==> src/rtl/pipeline_hazard_ctrl.sv <==
// Hazard and forwarding controller beside the ID stage.
// Tracks destination tags of in-flight stages past ID.
module pipeline_hazard_ctrl #(
  parameter int NUM_SRC    = 3,
  parameter int REG_AW     = 4,
  parameter int FWD_STAGES = 3,
  parameter int LOAD_STAGE = 2,
  parameter int PC_REG     = 15,
  parameter int SEL_W      = $clog2(FWD_STAGES + 1)
) (
  input  logic                      CLK,
  input  logic                      CLR,
  input  logic                      id_valid,
  input  logic                      id_rf_we,
  input  logic                      id_is_load,
  input  logic [REG_AW-1:0]         id_rd,
  input  logic [NUM_SRC*REG_AW-1:0] id_src,
  input  logic [NUM_SRC-1:0]        id_src_used,
  input  logic                      br_taken,
  input  logic                      mem_busy,
  output logic [NUM_SRC*SEL_W-1:0]  fwd_sel,
  output logic                      pc_le,
  output logic                      ifid_le,
  output logic                      nop_sel,
  output logic                      ifid_flush,
  output logic [15:0]               stall_cnt,
  output logic [15:0]               busy_cnt
);

  localparam logic [REG_AW-1:0] PC_TAG = REG_AW'(PC_REG);

  logic [FWD_STAGES-1:0] tv;
  logic [FWD_STAGES-1:0] tl;
  logic [REG_AW-1:0]     trd [FWD_STAGES];

  logic [SEL_W-1:0]   sel_y [NUM_SRC];
  logic [NUM_SRC-1:0] ld_y;
  logic [NUM_SRC-1:0] hz;
  logic               load_stall;
  logic               id_v;

  assign id_v = id_valid & id_rf_we & (id_rd != PC_TAG);

  // youngest matching writer per source, and load-use detection
  always_comb begin
    fwd_sel = '0;
    hz      = '0;
    ld_y    = '0;
    for (int i = 0; i < NUM_SRC; i++) begin
      sel_y[i] = '0;
      for (int k = FWD_STAGES; k >= 1; k--) begin
        if (id_src_used[i] && tv[k-1] &&
            trd[k-1] == id_src[i*REG_AW +: REG_AW] &&
            id_src[i*REG_AW +: REG_AW] != PC_TAG) begin
          sel_y[i] = SEL_W'(k);
          ld_y[i]  = tl[k-1];
        end
      end
      if (ld_y[i] && int'(sel_y[i]) < LOAD_STAGE)
        hz[i] = 1'b1;
      else
        fwd_sel[i*SEL_W +: SEL_W] = sel_y[i];
    end
    load_stall = |hz;
  end

  // pipeline control with freeze > stall > flush precedence
  always_comb begin
    pc_le      = 1'b1;
    ifid_le    = 1'b1;
    nop_sel    = 1'b0;
    ifid_flush = br_taken;
    if (mem_busy) begin
      pc_le      = 1'b0;
      ifid_le    = 1'b0;
      ifid_flush = 1'b0;
    end else if (load_stall) begin
      pc_le      = 1'b0;
      ifid_le    = 1'b0;
      nop_sel    = 1'b1;
      ifid_flush = 1'b0;
    end
  end

  // shadow tag pipeline: hold on freeze, bubble on stall
  always_ff @(posedge CLK or posedge CLR) begin
    if (CLR) begin
      tv <= '0;
      tl <= '0;
      for (int j = 0; j < FWD_STAGES; j++)
        trd[j] <= '0;
    end else if (!mem_busy) begin
      for (int j = FWD_STAGES - 1; j >= 1; j--) begin
        tv[j]  <= tv[j-1];
        tl[j]  <= tl[j-1];
        trd[j] <= trd[j-1];
      end
      tv[0]  <= load_stall ? 1'b0 : id_v;
      tl[0]  <= load_stall ? 1'b0 : id_is_load;
      trd[0] <= id_rd;
    end
  end

  // saturating stall and freeze counters
  always_ff @(posedge CLK or posedge CLR) begin
    if (CLR) begin
      stall_cnt <= '0;
      busy_cnt  <= '0;
    end else begin
      if (load_stall && !mem_busy && stall_cnt != 16'hFFFF)
        stall_cnt <= stall_cnt + 16'd1;
      if (mem_busy && busy_cnt != 16'hFFFF)
        busy_cnt <= busy_cnt + 16'd1;
    end
  end

endmodule

==> config.mk <==
export PLATFORM = sky130hd
export DESIGN_NAME = pipeline_hazard_ctrl
export DESIGN_NICKNAME = d
export VERILOG_FILES = /design/src/rtl/pipeline_hazard_ctrl.sv
export SDC_FILE = /design/constraint.sdc
export NUM_CORES = 1
export LEC_CHECK = 0
export BUFFER_PORTS_ARGS = -buffer_cell sky130_fd_sc_hd__buf_2
export CELL_PAD_IN_SITES_DETAIL_PLACEMENT = 0
export CELL_PAD_IN_SITES_GLOBAL_PLACEMENT = 2
export CORE_MARGIN = 2
export CORE_UTILIZATION = 30
export DETAILED_ROUTE_END_ITERATION = 7
export PLACE_DENSITY_LB_ADDON = 0.1
export SLEW_MARGIN = 40
export SYNTH_ARGS = -nofsm -noshare
export SYNTH_HDL_FRONTEND = slang
export SYNTH_SLANG_ARGS = --single-unit
==> constraint.sdc <==
create_clock -name CLK -period 1.9 [get_ports CLK]
set_input_delay 0.38 -clock CLK [delete_from_list [all_inputs] [get_ports CLK]]
set_output_delay 0.38 -clock CLK [all_outputs]
set_load 0.005 [all_outputs]
[Word level (Yosys, flattened, before mapping)]
Index checks and enable logic that the tools add are counted.
Word-level totals
  register bits: 50
  latch bits: 0
  bits in writable memories: 0
  bits in read-only memories: 0
  input bits: 26
  output and inout port bits: 42
  word-level logic and storage cells: 96
  memories kept: 0
Operators by class
  $add $sub $neg: 2
  multiply operators: 0
  div/mod/pow operators: 0
  magnitude comparators: 3
  eq/ne operators: 15
  shift operators: 0
  muxes and demuxes: 32
  bitwise operators: 2
  reductions and logical operators: 35
Operators by type and width (number)
  $eq A4 B4 Y1: 9
  $logic_and A1 B1 Y1: 33
  $add A16 B1 Y16 const B: 2
  $ne A16 B16 Y1 const B: 2
  $mux W2: 12
  $mux W1: 20
  $ne A4 B4 Y1 const B: 4
  $lt A2 B2 Y1 const B: 3
  $reduce_or A3 Y1: 1
  $and A1 B1 Y1: 2
  $logic_not A1 Y1: 1

[Longest topological paths before layout]
  word-level depth: 12
  gate-level depth with buffers: 8
  mapped depth without buffers: 7

[Least setup slack after synthesis]
No wires, ideal clock.
  path type: register -> register
  start point: register stall_cnt[0]
  end point: register stall_cnt[1]
  library setup time: 128 ps
  arrival time: 1877 ps
  required time: 1772 ps
  slack: -105 ps
  stages on the path, launching flop included: 9
  buffers on the path: 1
  period minus slack after synthesis: 2005 ps
  cell sequence: dfrtp_1 ha_1 and3_1 nand3_1 nor2_1 and3_1 buf_2 nor2_1 mux2_1
On the way
  longest elaborated chain between the ends: 2
  elaborated cells between the ends (all ways): 3
  those cells by class: add/sub: 1; eq/ne: 1; reduce/logical: 1
RTL lines
  start, declared: RTL line 26  | output logic [15:0] stall_cnt,
  start signal, assigned: RTL line 111  | stall_cnt <= stall_cnt + 16'd1;
  parallel branches: the longest is 2 deep, another holds $add A16 B1 Y16
Parallel ways; which one is timed is not known.
A chain may end at the register's enable or synchronous reset.

[Worst setup path after layout]
  start point: register trd[10] (netlist bit)
  end point: output port ifid_flush
On the way
  longest elaborated chain between the ends: 10
  elaborated cells between the ends (all ways): 27
  those cells by class: order compare: 3; eq/ne: 3; mux: 11; reduce/logical: 10
RTL lines
  start, declared: RTL line 34  | logic [REG_AW-1:0] trd [FWD_STAGES];
  start signal, assigned by index: RTL line 96  | trd[j] <= trd[j-1];
  $eq A4 B4 Y1: RTL line 53  | trd[k-1] == id_src[i*REG_AW +: REG_AW] &&
  $logic_and A1 B1 Y1: RTL line 52  | if (id_src_used[i] && tv[k-1] &&
  $logic_and A1 B1 Y1: RTL line 53
  $mux W2: RTL line 52
  $lt A2 B2 Y1: RTL line 59  | if (ld_y[i] && int'(sel_y[i]) < LOAD_STAGE)
  $logic_and A1 B1 Y1: RTL line 59
  $mux W1: RTL line 59
  $reduce_or A3 Y1 (*): RTL line 64  | load_stall = |hz;
  $mux W1 (*): RTL line 77  | end else if (load_stall) begin
  $mux W1 (*): RTL line 73  | if (mem_busy) begin
  end, declared: RTL line 25  | output logic ifid_flush,
Mark *: on every way between the ends. The rest lies on a longest branch, timed or not.

==> results by group <==
Timing
  • Tightest Pin Transition: 0.5712 ns
  • Tcrit/Tclk final: 121.0%
  • Fin. Hold Viols: 0
  • RSZ-0062 raised after global routing: yes
  • Minimum clock period: 2.298 ns
  • Setup TNS: -4.075 ns
  • Slew Limit Headroom: 61.86%
  • Slew Limit Fails: 0
  • Worst Slack Setup Final: -0.3983 ns
  • Clk_skew: 0.01250 ns
  • Fmax: 435.1 MHz
  • Setup violations, final: 22

Clock tree
  • Hold buffer count at cts: 0
  • Max Buffers Root-to-Sink: 2
  • TritonCTS clock tree: done
  • CTS Root Cell: clkbuf_8
  • CTS buffer count: 5
  • Worst skew pair latency: 0.30 ns
  • H-tree depth: 2
  • Clock transition at path regs: 0.10 ns
  • Clk sinks: 48

Route
  • Drt pass-1 iters: 4
  • Post-route DRC: 0
  • Vias/cell: 4.791
  • DRT antenna net count: 0
  • DR iter-0 viols: 55
  • Via count: 2343
  • DR WL/cell: 15.07 um
  • Final WL: 7370 um

Placed design
  • Buffers on Ports: 67
  • HPWL after DPL: 5709 um
  • Place WS: -0.2717 ns
  • RePlAce Congestion: 0.8605
  • Placed Area: 0.003597 mm^2

Floorplanning
  • Die X: 99.75 um
  • Initial Utilization: 31.23%
  • Ports: 68
  • DIE AREA: 0.009949 mm^2
  • Standard-cell rows: 34
  • Chip Height: 99.75 um
  • Core Region: 0.008806 mm^2

Cells and area
  • Fin area: 0.003953 mm^2
  • P&R area growth vs syn: 43.72%
  • Fill count: 884
  • Final nets: 408
  • # diodes: 0
  • Layout Utilization: 44.88%
  • Layout cells sized above 1: 48.82%

Synth
  • Yosys top cell by area: dfrtp_1
  • Sequential fraction of the synthesis area: 43.68%
  • Synthesized area: 0.002750 mm^2
  • Synth Net Count: 289
  • Main synth FF type: dfrtp_1
  • Syn. warnings: 0
  • Most common library cells after synthesis: dfrtp_1, xor2_1, xnor2_1
  • Async set or reset register ratio after synthesis: 100.0%
  • Post-Syn Area per Cell: 10.54 um^2
  • Mapped Cells: 261
  • Yosys top cell area share: 43.68%
  • Synth unique cells: 36
  • Top post-synthesis cells by area: dfrtp_1, xor2_1, xnor2_1, mux2_2, nand4_1
  • Count leader, synth: dfrtp_1
  • Number of flops mapped to enable cells by yosys: 0
  • Seq cells post-synth: 48

Status
  • Failing checks: setup timing
  • Status: complete, but fails checks

Power and ir drop
  • Total Power: 2747 uW
  • VDD IR max: 0.3734 mV
  • Pwr Density: 695.0 mW/mm^2
  • Leak pwr: 0.001879 uW

Global routing
  • First-pass GRT wire length: 12320 um
  • Tot GR Track Use: 15.65%
  • Antenna violations before repair: 0
  • Vias in the first global route: 2366
  • Largest net degree at the start of global routing: 26
  • Total gr overflow: 0

Setup path
  • CP startpoint kind: register
  • Critical path origin: trd[10]
  • CP arrival: 1.92 ns
  • Critical path required time: 1.52 ns
  • WS Path Type: reg -> out
  • Critical Path Sink Type: output port
  • RR Startpoint: trd[10]
  • Worst-path fanout max: 4

Job
  • # Max-Cap Violations: 0

Worst hold path
  • Min-delay worst type: in -> async
==> where the power goes <==
group          switching [uW]  total [uW]  internal, uW  leakage, uW
combinational             325         726           401      0.00121
clock                     365         663           299    0.0000516
sequential                199        1360          1160     0.000618
==> area by class of cell <==
cell class                 count  area (um^2)  share of cell area [%]
multi-input combinational    202         1725                   43.65
sequential                    48         1209                   30.58
timing repair buffer         120        775.7                   19.63
tap                          108        135.1                   3.419
clock buffer                   6        82.58                   2.089
clock inverter                 2        13.76                  0.3482
inverter                       3        11.26                  0.2849
==> cells in the final DEF, fill, tap and decap left out, types with 3 or more instances in the layout <==
cell type   n
xnor2_1    20
mux2_2     15
buf_2      66
and3_1      9
buf_6       4
nor3_4      4
xor2_2      7
clkbuf_8    6
dfrtp_2     6
nor2_1     12
nor4_4      6
buf_4      48
a31oi_1     4
xor2_1     33
nor2_2      4
nor4_1      5
nand3_1    12
nand2_1    17
dfrtp_1    42
nand4_1    18
and4_1      3
a22o_1      3
==> through the flow <==
step	hold WS, ns	cells
floorplan	0.4816	261
global placement	0.4699	474
detailed placement	0.4793	474
CTS	0.1371	486
global route	0.1743	489
finish	0.1275	489
==> repair_timing <==
| action | CTS | global route |
|---|---|---|
| resized for setup | 24 | 20 |
| pin swaps | 12 | 16 |
| setup buffers | 4 | 4 |
| setup endpoints to repair | 24 | 27 |
==> cell families (layout without fill, tap and decap cells) <==
family | after synthesis | count (layout) | synth area share (%)
multiplexers | 17 | 17 | 6.961
AO/OA/AOI/OAI | 14 | 14 | 3.776
flip-flops | 48 | 48 | 43.68
buffers and inverters | 11 | 131 | 2.002
XOR/XNOR | 61 | 61 | 19.43
adder cells (fa/ha/maj) | 2 | 2 | 0.9098
AND/OR/NAND/NOR | 108 | 108 | 23.25
==> state kept, by name, indices dropped and copies added (netlist names) <==
name	cells
busy_cnt	16
stall_cnt	16
tl	1
trd	12
tv	3
==> metal layers <==
metal	track usage [%]	routed length (um)	vias to the layer above
met5	0	0	-
met4	3.477	53	0
met3	3.584	354	4
met2	23.96	3423	43
met1	22.64	3539	1127
li1	-	-	1169
==> worst paths after layout <==
kind / cells after the start / endpoint / slack (ns)
max: 7 / ifid_flush / -0.40
min: 2 / stall_cnt[15] / 0.13
max reg2reg: 9 / stall_cnt[1] / -0.25
min reg2reg: 1 / busy_cnt[6] / 0.50
max in group asynchronous: 3 / trd[3] / 1.23
min in group CLK: 2 / trd[10] / 0.33
==> critical path, stage by stage, from the launching register on <==
cell and delay, ns:
dfrtp_2 0.49, xnor2_1 0.15, nand4_1 0.13, nor4_4 0.06, or3_4 0.40, a21oi_4 0.15
and2_1 0.13, buf_2 0.10
(Power assumes the default switching activity.)
